[src/rtl/lf_fir_sequencer.sv]
// Purpose : low-band FIR sequencer. It walks a TAPS-long window of the LF sample queue and the coefficient ROM, accumulating sample*coeff products.
// Latency : dout_vld is asserted TAPS+3 cycles after the accepted smpl_tick; busy covers the TAPS+2 cycles in between.
// Backpres: none. A tick that arrives while busy is dropped and sets the sticky overrun flag.
// Ports   : clk/rst (sync, active-high); smpl_tick/seq_valid/base_ptr start a pass;
//           rd_en/rd_addr/rdata form the queue read port; coeff_addr/coeff form the ROM port;
//           dout/dout_vld carry the result strobe; busy and overrun report status.
module lf_fir_sequencer #(
    parameter int TAPS   = 1021,
    parameter int ADDR_W = 10,
    parameter int DW     = 16,
    parameter int CW     = 16,
    parameter int ACC_W  = 42
) (
    input  logic              clk,
    input  logic              rst,
    input  logic              smpl_tick,
    input  logic              seq_valid,
    input  logic [ADDR_W-1:0] base_ptr,
    output logic              rd_en,
    output logic [ADDR_W-1:0] rd_addr,
    input  logic [DW-1:0]     rdata,
    output logic [ADDR_W-1:0] coeff_addr,
    input  logic [CW-1:0]     coeff,
    output logic [DW-1:0]     dout,
    output logic              dout_vld,
    output logic              busy,
    output logic              overrun
);

    typedef enum logic [1:0] {IDLE, RUN, DRAIN, OUT} state_t;

    localparam logic [ADDR_W-1:0] LAST_TAP = ADDR_W'(TAPS - 1);
    localparam logic signed [ACC_W-1:0] SAT_MAX = {{(ACC_W-DW+1){1'b0}}, {(DW-1){1'b1}}};
    localparam logic signed [ACC_W-1:0] SAT_MIN = {{(ACC_W-DW+1){1'b1}}, {(DW-1){1'b0}}};

    state_t                    state_q;
    logic                      rd_en_q;
    logic [ADDR_W-1:0]         rd_addr_q;
    logic [ADDR_W-1:0]         coeff_addr_q;   // doubles as the tap index k
    logic                      rd_vld_q;       // rdata/coeff hold a product this cycle
    logic                      first_q;        // next product loads instead of adds
    logic signed [ACC_W-1:0]   acc_q;
    logic [DW-1:0]             dout_q;
    logic                      dout_vld_q;
    logic                      busy_q;
    logic                      overrun_q;

    logic signed [DW+CW-1:0]   smp_ext;
    logic signed [DW+CW-1:0]   cof_ext;
    logic signed [DW+CW-1:0]   prod;
    logic signed [ACC_W-1:0]   prod_ext;
    logic signed [ACC_W-1:0]   acc_d;
    logic signed [ACC_W-1:0]   shifted;
    logic [DW-1:0]             sat_d;

    always_comb begin
        // Operands are widened to the full product width so the multiply is exact.
        smp_ext  = {{CW{rdata[DW-1]}}, rdata};
        cof_ext  = {{DW{coeff[CW-1]}}, coeff};
        prod     = smp_ext * cof_ext;
        prod_ext = {{(ACC_W-DW-CW){prod[DW+CW-1]}}, prod};

        acc_d = acc_q;
        if (rd_vld_q) begin
            acc_d = first_q ? prod_ext : (acc_q + prod_ext);
        end

        // Remove the Q1.15 coefficient scaling, then clamp to the sample range.
        shifted = acc_q >>> (CW - 1);
        sat_d   = shifted[DW-1:0];
        if (shifted > SAT_MAX) begin
            sat_d = {1'b0, {(DW-1){1'b1}}};
        end else if (shifted < SAT_MIN) begin
            sat_d = {1'b1, {(DW-1){1'b0}}};
        end
    end

    always_ff @(posedge clk) begin
        if (rst) begin
            state_q      <= IDLE;
            rd_en_q      <= 1'b0;
            rd_addr_q    <= '0;
            coeff_addr_q <= '0;
            rd_vld_q     <= 1'b0;
            first_q      <= 1'b0;
            acc_q        <= '0;
            dout_q       <= '0;
            dout_vld_q   <= 1'b0;
            busy_q       <= 1'b0;
            overrun_q    <= 1'b0;
        end else begin
            dout_vld_q <= 1'b0;
            rd_vld_q   <= rd_en_q;
            acc_q      <= acc_d;
            if (rd_vld_q) begin
                first_q <= 1'b0;
            end
            if (smpl_tick && busy_q) begin
                overrun_q <= 1'b1;
            end

            case (state_q)
                IDLE: begin
                    if (smpl_tick && seq_valid) begin
                        state_q      <= RUN;
                        rd_en_q      <= 1'b1;
                        rd_addr_q    <= base_ptr;
                        coeff_addr_q <= '0;
                        busy_q       <= 1'b1;
                        first_q      <= 1'b1;
                    end
                end
                RUN: begin
                    if (coeff_addr_q == LAST_TAP) begin
                        state_q <= DRAIN;
                        rd_en_q <= 1'b0;
                    end else begin
                        // The address wraps naturally at the ADDR_W boundary.
                        rd_addr_q    <= rd_addr_q + ADDR_W'(1);
                        coeff_addr_q <= coeff_addr_q + ADDR_W'(1);
                    end
                end
                DRAIN: begin
                    state_q <= OUT;
                end
                OUT: begin
                    dout_q     <= sat_d;
                    dout_vld_q <= 1'b1;
                    busy_q     <= 1'b0;
                    state_q    <= IDLE;
                end
                default: state_q <= IDLE;
            endcase
        end
    end

    assign rd_en      = rd_en_q;
    assign rd_addr    = rd_addr_q;
    assign coeff_addr = coeff_addr_q;
    assign dout       = dout_q;
    assign dout_vld   = dout_vld_q;
    assign busy       = busy_q;
    assign overrun    = overrun_q;

endmodule
[config.mk]
export PLATFORM = sky130hd
export DESIGN_NAME = lf_fir_sequencer
export DESIGN_NICKNAME = d
export VERILOG_FILES = /design/src/rtl/lf_fir_sequencer.sv
export SDC_FILE = /design/constraint.sdc
export NUM_CORES = 1
export LEC_CHECK = 0
export ABC_AREA = 1
export CORE_AREA = 4 4 234 236
export DETAILED_ROUTE_END_ITERATION = 10
export DIE_AREA = 0 0 238 240
export SLEW_MARGIN = 20
export SYNTH_ARGS = -nofsm -noshare
export SYNTH_HDL_FRONTEND = slang
export SYNTH_SLANG_ARGS = --single-unit
[constraint.sdc]
create_clock -name clk -period 26.6 [get_ports clk]
set_clock_uncertainty 0.05 [all_clocks]
set_input_delay 5.32 -clock clk [delete_from_list [all_inputs] [get_ports clk]]
set_output_delay 5.32 -clock clk [all_outputs]
set_load 0.03 [all_outputs]
==> impl_metrics.tcl, run 1 <==
set metrics [dict create \
    crit_required_ns 26.85 \
    initial_core_util_pct 33.8 \
    path_max_fanout 16 \
    grtUsageMet3_pct 2.08 \
    hold_start "rd_en" \
    synth_ff_type "dfxtp_1" \
    pin_count 86 \
    post_drt_wl_per_cell_um 15.4 \
    routed_via_density 4.78 \
    arrival_ns 14.18 \
    rr_worst_depth 8 \
    synth_top_area_cell "fa_1" \
    h-tree-depth 3 \
    met2_usage_pct 30.4 \
    synth_edf_count 0 \
    rsz0062_at_grt "no" \
    cp_slowest_cell "clkdlybuf4s50_1" \
    cts_root_buf "clkbuf_16" \
    clk_pin_slew_ns 0.07 \
    min_to "rd_vld_q" \
    relSlewSlack_pct 28.4 \
    worstMarginPinSlew_ns 1.07 \
    clkLatencyLatePin_ns 0.36 \
    post-cts-setup-buffer-count 0 \
    ant_nets 0 \
    post-dp-hpwl_mm 42.3 \
    startpoint_type "input port" \
    numCtsBuffers 9 \
    first_pass_iters 6 \
    drt_iter0_markers 1136 \
    cts.sinks 86 \
    area_growth_pct 9.73 \
    synth_area_leaders "fa_1, nand2_1, inv_1" \
    ys_types 45 \
    status "finished clean" \
    wl_mm 50.8 \
    fin_crit_ns 13.94 \
    fin_setup_tns_ns 0 \
    maxCapViolations 0 \
    critPathLaunch "rdata[15]" \
    rows 84 \
    grt_max_degree 65 \
    worstSetupEndpointType "flip-flop" \
    hold_path.class "flip-flop to flip-flop" \
    die-area_um2 57100 \
    fin_crit_sh_pct 52.4 \
    drv_slew 0 \
    cts_tree "done" \
    fp.coreArea_um2 52400 \
    hold_buffers 0 \
    die_x_um 238 \
    port_buffers 85 \
    vias 15827 \
    syn_avg_cell_area_um2 6.81 \
    critPathMaxStageDelay_ns 0.91 \
    grt_pass1_vias 15651 \
    ff2ff_setup_slack_ns 23.45 \
    gp_congestion 1.01 \
    met1_usage_pct 25.4 \
    ys_seq_area_share_pct 9.70 \
    setup_viol 0 \
    nets 3062 \
    die_h_um 240 \
    clk_path_buf_depth 2 \
    drive_gt1_share_pct 2.90 \
    track_usage_pct 18.0 \
    rr_endpoint "rd_addr[3]" \
    antenna_found_initial 1 \
    post_cts_resized 0 \
    grt-busiest-layer "met2" \
    drcViolationCount 0 \
    crit_type "input port to flip-flop" \
    syn_inst 2604 \
    grt_pass1_wl_mm 83.6 \
    r2r-start "state_q[1]" \
    synth_top_area_share_pct 29.7 \
    fillerInstances 5655 \
    async_flop_share_pct 0 \
    overflow 0 \
    synth_area_um2 17700 \
    syn-num-nets 3049 \
    max_clock_freq_mhz 71.8 \
    synth-seq-cells 86 \
    whs_path_depth 2 \
    yosysWarnings 0 \
    finalHoldViolations 0 \
]
==> routing by layer <==
| layer | part of all wire, % | wire (µm) |
|---|---|---|
| met5 | 0 | 0 |
| met3 | 5.2 | 2650 |
| met2 | 48 | 24200 |
| met4 | 1.3 | 639 |
| met1 | 46 | 23300 |
==> registers in the layout, summed over array words and instances, names as in the netlist, 2 cells and up <==
name / cells
rd_addr: 10
acc_q: 42
coeff_addr: 10
dout: 16
state_q: 2
==> cells in the mapped netlist (all sizes together), types with 18 or more instances <==
cell and number:
nor2 171, o21ai 105, clkbuf 81, dfxtp 86, nand2 698, nand3 116, inv 628, fa 263
ha 136, a21oi 154, nand4 29, xor2 18
==> worst max-delay path, delay by kind of cell <==
| kind | cells | cell delay [ns] |
|---|---|---|
| simple gates | 15 | 3.19 |
| fa+ha+maj | 8 | 4.23 |
| buf+inv | 5 | 1.17 |
| compound gates | 1 | 0.08 |
| xor+xnor | 1 | 0.17 |
==> cell families (layout without fill, tap and decap cells) <==
group / after synthesis / after routing / share of synthesized area, %
AO/OA/AOI/OAI: 307 / 307 / 9.66
XOR/XNOR: 23 / 23 / 1.14
adder cells (fa/ha/maj): 399 / 399 / 39.3
buffers and inverters: 719 / 736 / 15.3
flip-flops: 86 / 86 / 9.70
other: 0 / 1 / 0
AND/OR/NAND/NOR: 1070 / 1070 / 25.0
==> worst max-delay path by stage <==
stage | to | slack [ns]
floorplan | acc_q[41] | 14.41
global placement | acc_q[33] | 12.57
detailed placement | acc_q[33] | 12.63
CTS | acc_q[33] | 12.96
global route | acc_q[33] | 12.24
finish | acc_q[33] | 12.66
==> through the flow <==
step	cell area (µm²)	hold WS (ns)	utilization, %	std cells	setup WS [ns]
2_1_floorplan	17700	0.400	-	2604	14.41
3_3_place_gp	19200	0.398	36.5	3294	12.57
6_report	19500	0.412	37.1	3310	12.66
4_1_cts	19500	0.418	37.1	3309	12.96
5_1_grt	19500	0.439	37.1	3309	12.24
3_5_place_dp	19200	0.407	36.5	3294	12.63
==> final cells by class <==
| type | instances | area (µm²) | area share (%) |
|---|---|---|---|
| flip-flops and latches | 86 | 1720 | 8.85 |
| multi-input cells | 1799 | 13300 | 68.4 |
| clock buffers | 10 | 239 | 1.23 |
| repair buffers | 92 | 898 | 4.61 |
| diodes | 1 | 2.50 | 0.0129 |
| clock inverters | 5 | 60.1 | 0.309 |
| inverters | 629 | 2360 | 12.1 |
| well taps | 688 | 861 | 4.42 |
==> layout by cell type, fill, tap and decap left out, drive strengths merged, types with 9 or more instances in the layout <==
master,n
nand2,698
nor2,171
a31oi,13
a21oi,154
o21ai,105
nor3,15
ha,136
nand4,29
clkdlybuf4s50,84
nand3b,9
o21bai,12
inv,626
xor2,18
nand3,116
clkbuf,10
or2,17
dfxtp,86
fa,263
Power of run 1 is left out: the tool's default activity adds up to more than one toggle a clock period on the data nets, which glitch-free logic cannot reach.
==> run 2: changes to the inputs <==
==> constraint.sdc (replaced) <==
create_clock -name clk -period 14.5 [get_ports clk]
set_clock_uncertainty 0.05 [all_clocks]
set_input_delay 2.9 -clock clk [delete_from_list [all_inputs] [get_ports clk]]
set_output_delay 2.9 -clock clk [all_outputs]
set_load 0.03 [all_outputs]
==> run 2 against run 1 <==
Compared with the run above:
- critical path depth is the same
- sequential share of layout area is essentially flat
- critical path type unchanged
- critical endpoint unchanged
- die area is the same
- sequential cell count is the same
- register-to-register slack lost 12 ns
==> impl_metrics.tcl, run 2 (same netlist as run 1, synthesis figures left out) <==
set metrics [dict create \
    vias 15787 \
    port_buffers 85 \
    setup_viol 0 \
    area_growth_pct 9.92 \
    startpoint_type "input port" \
    fin_crit_ns 11.32 \
    die_h_um 240 \
    post-dp-hpwl_mm 42.2 \
    initial_core_util_pct 33.8 \
    grt_max_degree 65 \
    h-tree-depth 3 \
    max_clock_freq_mhz 88.4 \
    largest_reg_flops 42 \
    crit_type "input port to flip-flop" \
    gp_congestion 1.02 \
    clk_pin_slew_ns 0.07 \
    arrival_ns 11.56 \
    cts_root_buf "clkbuf_16" \
    overflow 0 \
    rsz0062_at_grt "no" \
    post_cts_resized 0 \
    routed_via_density 4.77 \
    drive_gt1_share_pct 2.90 \
    layout.cells.most_common "nand2_1" \
    maxCapViolations 0 \
    drv_slew 0 \
    finalHoldViolations 0 \
    cts.sinks 86 \
    cp_slowest_cell "clkdlybuf4s50_1" \
    path_max_fanout 16 \
    antenna_found_initial 1 \
    largest_register "acc_q" \
    drcViolationCount 0 \
    pin_count 86 \
    worstMarginPinSlew_ns 1.05 \
    relSlewSlack_pct 29.3 \
    clk_path_buf_depth 2 \
    grt_pass1_wl_mm 85.0 \
    numCtsBuffers 9 \
    worstSetupEndpointType "flip-flop" \
    drt_iter0_markers 1119 \
    die_x_um 238 \
    hold_path.class "flip-flop to flip-flop" \
    clkLatencyLatePin_ns 0.35 \
    rows 84 \
    fin_crit_sh_pct 78.0 \
    first_pass_iters 8 \
    wl_mm 50.6 \
    nets 3062 \
    hold-worst-slack_ns 0.392 \
    fin_setup_tns_ns 0 \
    post_drt_wl_per_cell_um 15.3 \
    hold_buffers 0 \
    die-area_um2 57100 \
    post-cts-setup-buffer-count 0 \
    design_area_um2 19500 \
    layout_common_cells "nand2_1, inv_1, fa_1" \
    cts_tree "done" \
    placed_area_um2 19200 \
    fp.coreArea_um2 52400 \
    track_usage_pct 18.1 \
    ant_nets 0 \
    crit_required_ns 14.74 \
    critPathMaxStageDelay_ns 0.92 \
    grt_pass1_vias 15910 \
    status "finished clean" \
]
-- run 2: cell types whose count changed in the layout (fill, tap and decap cells not counted), sizes merged --
cell,previous run,this run
bufinv,1,2
inv,626,627
clkinv,6,4
clkinvlp,1,0
clkbuf,10,12
-- run 2: critical path: cells and delay by family --
kind                     cells  cell delay, ns
AO/OA/AOI/OAI                1            0.08
XOR/XNOR                     1            0.17
adder cells (fa/ha/maj)      8            4.24
AND/OR/NAND/NOR             15            2.99
buffers and inverters        5            1.17
-- run 2: final timing paths --
path              start  slack, ns  cells past startpoint             to
max reg2reg  state_q[1]      11.36                     11  coeff_addr[6]
max           rdata[15]       3.18                     30      acc_q[33]
min reg2reg       rd_en       0.39                      2       rd_vld_q
min               rd_en       0.39                      2       rd_vld_q
-- run 2: per-layer routing --
metal	routed length, µm	track usage (%)	vias to the layer above
li1	-	-	7847
met1	23500	25.8	7534
met2	23900	30.8	365
met3	2550	1.85	41
met4	669	2.59	0
met5	0	0	-
-- run 2: stage by stage --
| stage | util, % | cells | setup WS [ns] |
|---|---|---|---|
| global placement | 36.5 | 3294 | 2.90 |
| detailed placement | 36.5 | 3294 | 3.02 |
| global route | 37.2 | 3310 | 2.80 |
| floorplan | - | 2604 | 4.73 |
| finish | 37.2 | 3311 | 3.18 |
| CTS | 37.2 | 3310 | 3.37 |
-- run 2: area by class of cell --
cell class                 count  area, µm²
fill                        5606      32900
multi-input combinational   1799      13300
inverter                     629       2360
sequential                    86       1720
timing repair buffer          92        898
tap                          688        861
clock buffer                  12        256
clock inverter                 4       77.6
antenna                        1       2.50
Power of run 2 is left out for the same reason.
==> run 3: changes to the inputs <==
==> constraint.sdc (replaced) <==
create_clock -name clk -period 10.7 [get_ports clk]
set_clock_uncertainty 0.05 [all_clocks]
set_input_delay 2.14 -clock clk [delete_from_list [all_inputs] [get_ports clk]]
set_output_delay 2.14 -clock clk [all_outputs]
set_load 0.03 [all_outputs]
==> run 3 against run 2 <==
Compared with the run above:
- critical path depth up 1
- die area unchanged
- cell count is 1.0% higher
- critical path type unchanged
==> impl_metrics.tcl, run 3 (same netlist as run 1, synthesis figures left out) <==
set metrics [dict create \
    status "finished clean" \
    path_max_fanout 11 \
    drcViolationCount 0 \
    finalHoldViolations 0 \
    post-cts-setup-buffer-count 0 \
    cp_slowest_cell "fa_1" \
    first_pass_iters 6 \
    post_drt_wl_per_cell_um 15.1 \
    antenna_found_initial 2 \
    largest_register "acc_q" \
    ff2ff_setup_slack_ns 7.76 \
    die-area_um2 57100 \
    pin_count 86 \
    nets 3098 \
    post_cts_resized 0 \
    initial_core_util_pct 33.8 \
    wl_mm 50.6 \
    cts_tree "done" \
    arrival_ns 10.40 \
    gp_congestion 0.973 \
    rsz0062_at_grt "no" \
    crit_type "input port to flip-flop" \
    area_growth_pct 11.5 \
    startpoint_type "input port" \
    hold_buffers 0 \
    clkLatencyLatePin_ns 0.35 \
    hold_path.class "flip-flop to flip-flop" \
    clk_path_buf_depth 2 \
    max_clock_freq_mhz 98.4 \
    fillerInstances 5629 \
    track_usage_pct 18.2 \
    layout.cells.most_common "nand2_1" \
    rows 84 \
    die_h_um 240 \
    layout_common_cells "nand2_1, inv_1, fa_1" \
    fin_crit_ns 10.16 \
    vias 15858 \
    cts.sinks 86 \
    h-tree-depth 3 \
    drv_slew 0 \
    routed_via_density 4.74 \
    fp.coreArea_um2 52400 \
    grt_max_degree 65 \
    setup_viol 0 \
    fin_crit_sh_pct 94.9 \
    critPathMaxStageDelay_ns 0.80 \
    die_x_um 238 \
    final_util_pct 37.7 \
    fin_setup_tns_ns 0 \
    post-dp-hpwl_mm 42.8 \
    maxCapViolations 0 \
    n_antenna_cell 0 \
    port_buffers 85 \
    place_inst 3330 \
    crit_required_ns 10.95 \
    relSlewSlack_pct 34.4 \
    drt_iter0_markers 1164 \
    worstMarginPinSlew_ns 0.980 \
    worstSetupEndpointType "flip-flop" \
    largest_reg_flops 42 \
    layout.cells.non_filler 3345 \
    grt_pass1_wl_mm 85.1 \
    ant_nets 0 \
    clk_pin_slew_ns 0.07 \
    numCtsBuffers 9 \
    cts_root_buf "clkbuf_16" \
    overflow 0 \
    drive_gt1_share_pct 4.22 \
    grt_pass1_vias 16133 \
]
-- run 3: final cells by class --
| class | instances | area (µm²) | share of cell area, % |
|---|---|---|---|
| Sequential cell | 86 | 1720 | 8.71 |
| Multi-Input combinational cell | 1799 | 13300 | 67.3 |
| Clock inverter | 5 | 106 | 0.538 |
| Tap cell | 688 | 861 | 4.35 |
| Inverter | 629 | 2360 | 11.9 |
| Timing Repair Buffer | 128 | 1170 | 5.91 |
| Clock buffer | 10 | 239 | 1.21 |
-- run 3: per-stage QoR --
step           setup slack [ns]  area (µm²)  hold WS (ns)
3_5_place_dp             0.0838       19400         0.397
3_3_place_gp          -0.000731       19400         0.398
2_1_floorplan              1.69       17700         0.400
6_report                  0.541       19800         0.408
4_1_cts                   0.423       19800         0.413
5_1_grt                  0.0445       19800         0.434
-- run 3: final timing paths --
path	start	end	depth (start not counted)
min reg2reg	rd_en	rd_vld_q	2
max	rdata[15]	acc_q[33]	31
max reg2reg	acc_q[0]	acc_q[24]	15
min	rd_en	rd_vld_q	2
-- run 3: critical path, delay by kind of cell --
| family | cells | cell delay (ns) |
|---|---|---|
| AO/OA/AOI/OAI | 1 | 0.08 |
| XOR/XNOR | 1 | 0.16 |
| adder cells (fa/ha/maj) | 8 | 4.17 |
| buffers and inverters | 6 | 1.19 |
| AND/OR/NAND/NOR | 15 | 2.68 |
-- run 3: metal layers --
metal / track usage [%] / wire length [µm] / vias to the layer above
met5: 0 / 13 / -
met4: 4.50 / 1270 / 2
met3: 1.71 / 2440 / 72
met2: 30.3 / 23600 / 354
met1: 25.7 / 23300 / 7498
li1: - / - / 7932
Power of run 3 is left out for the same reason.
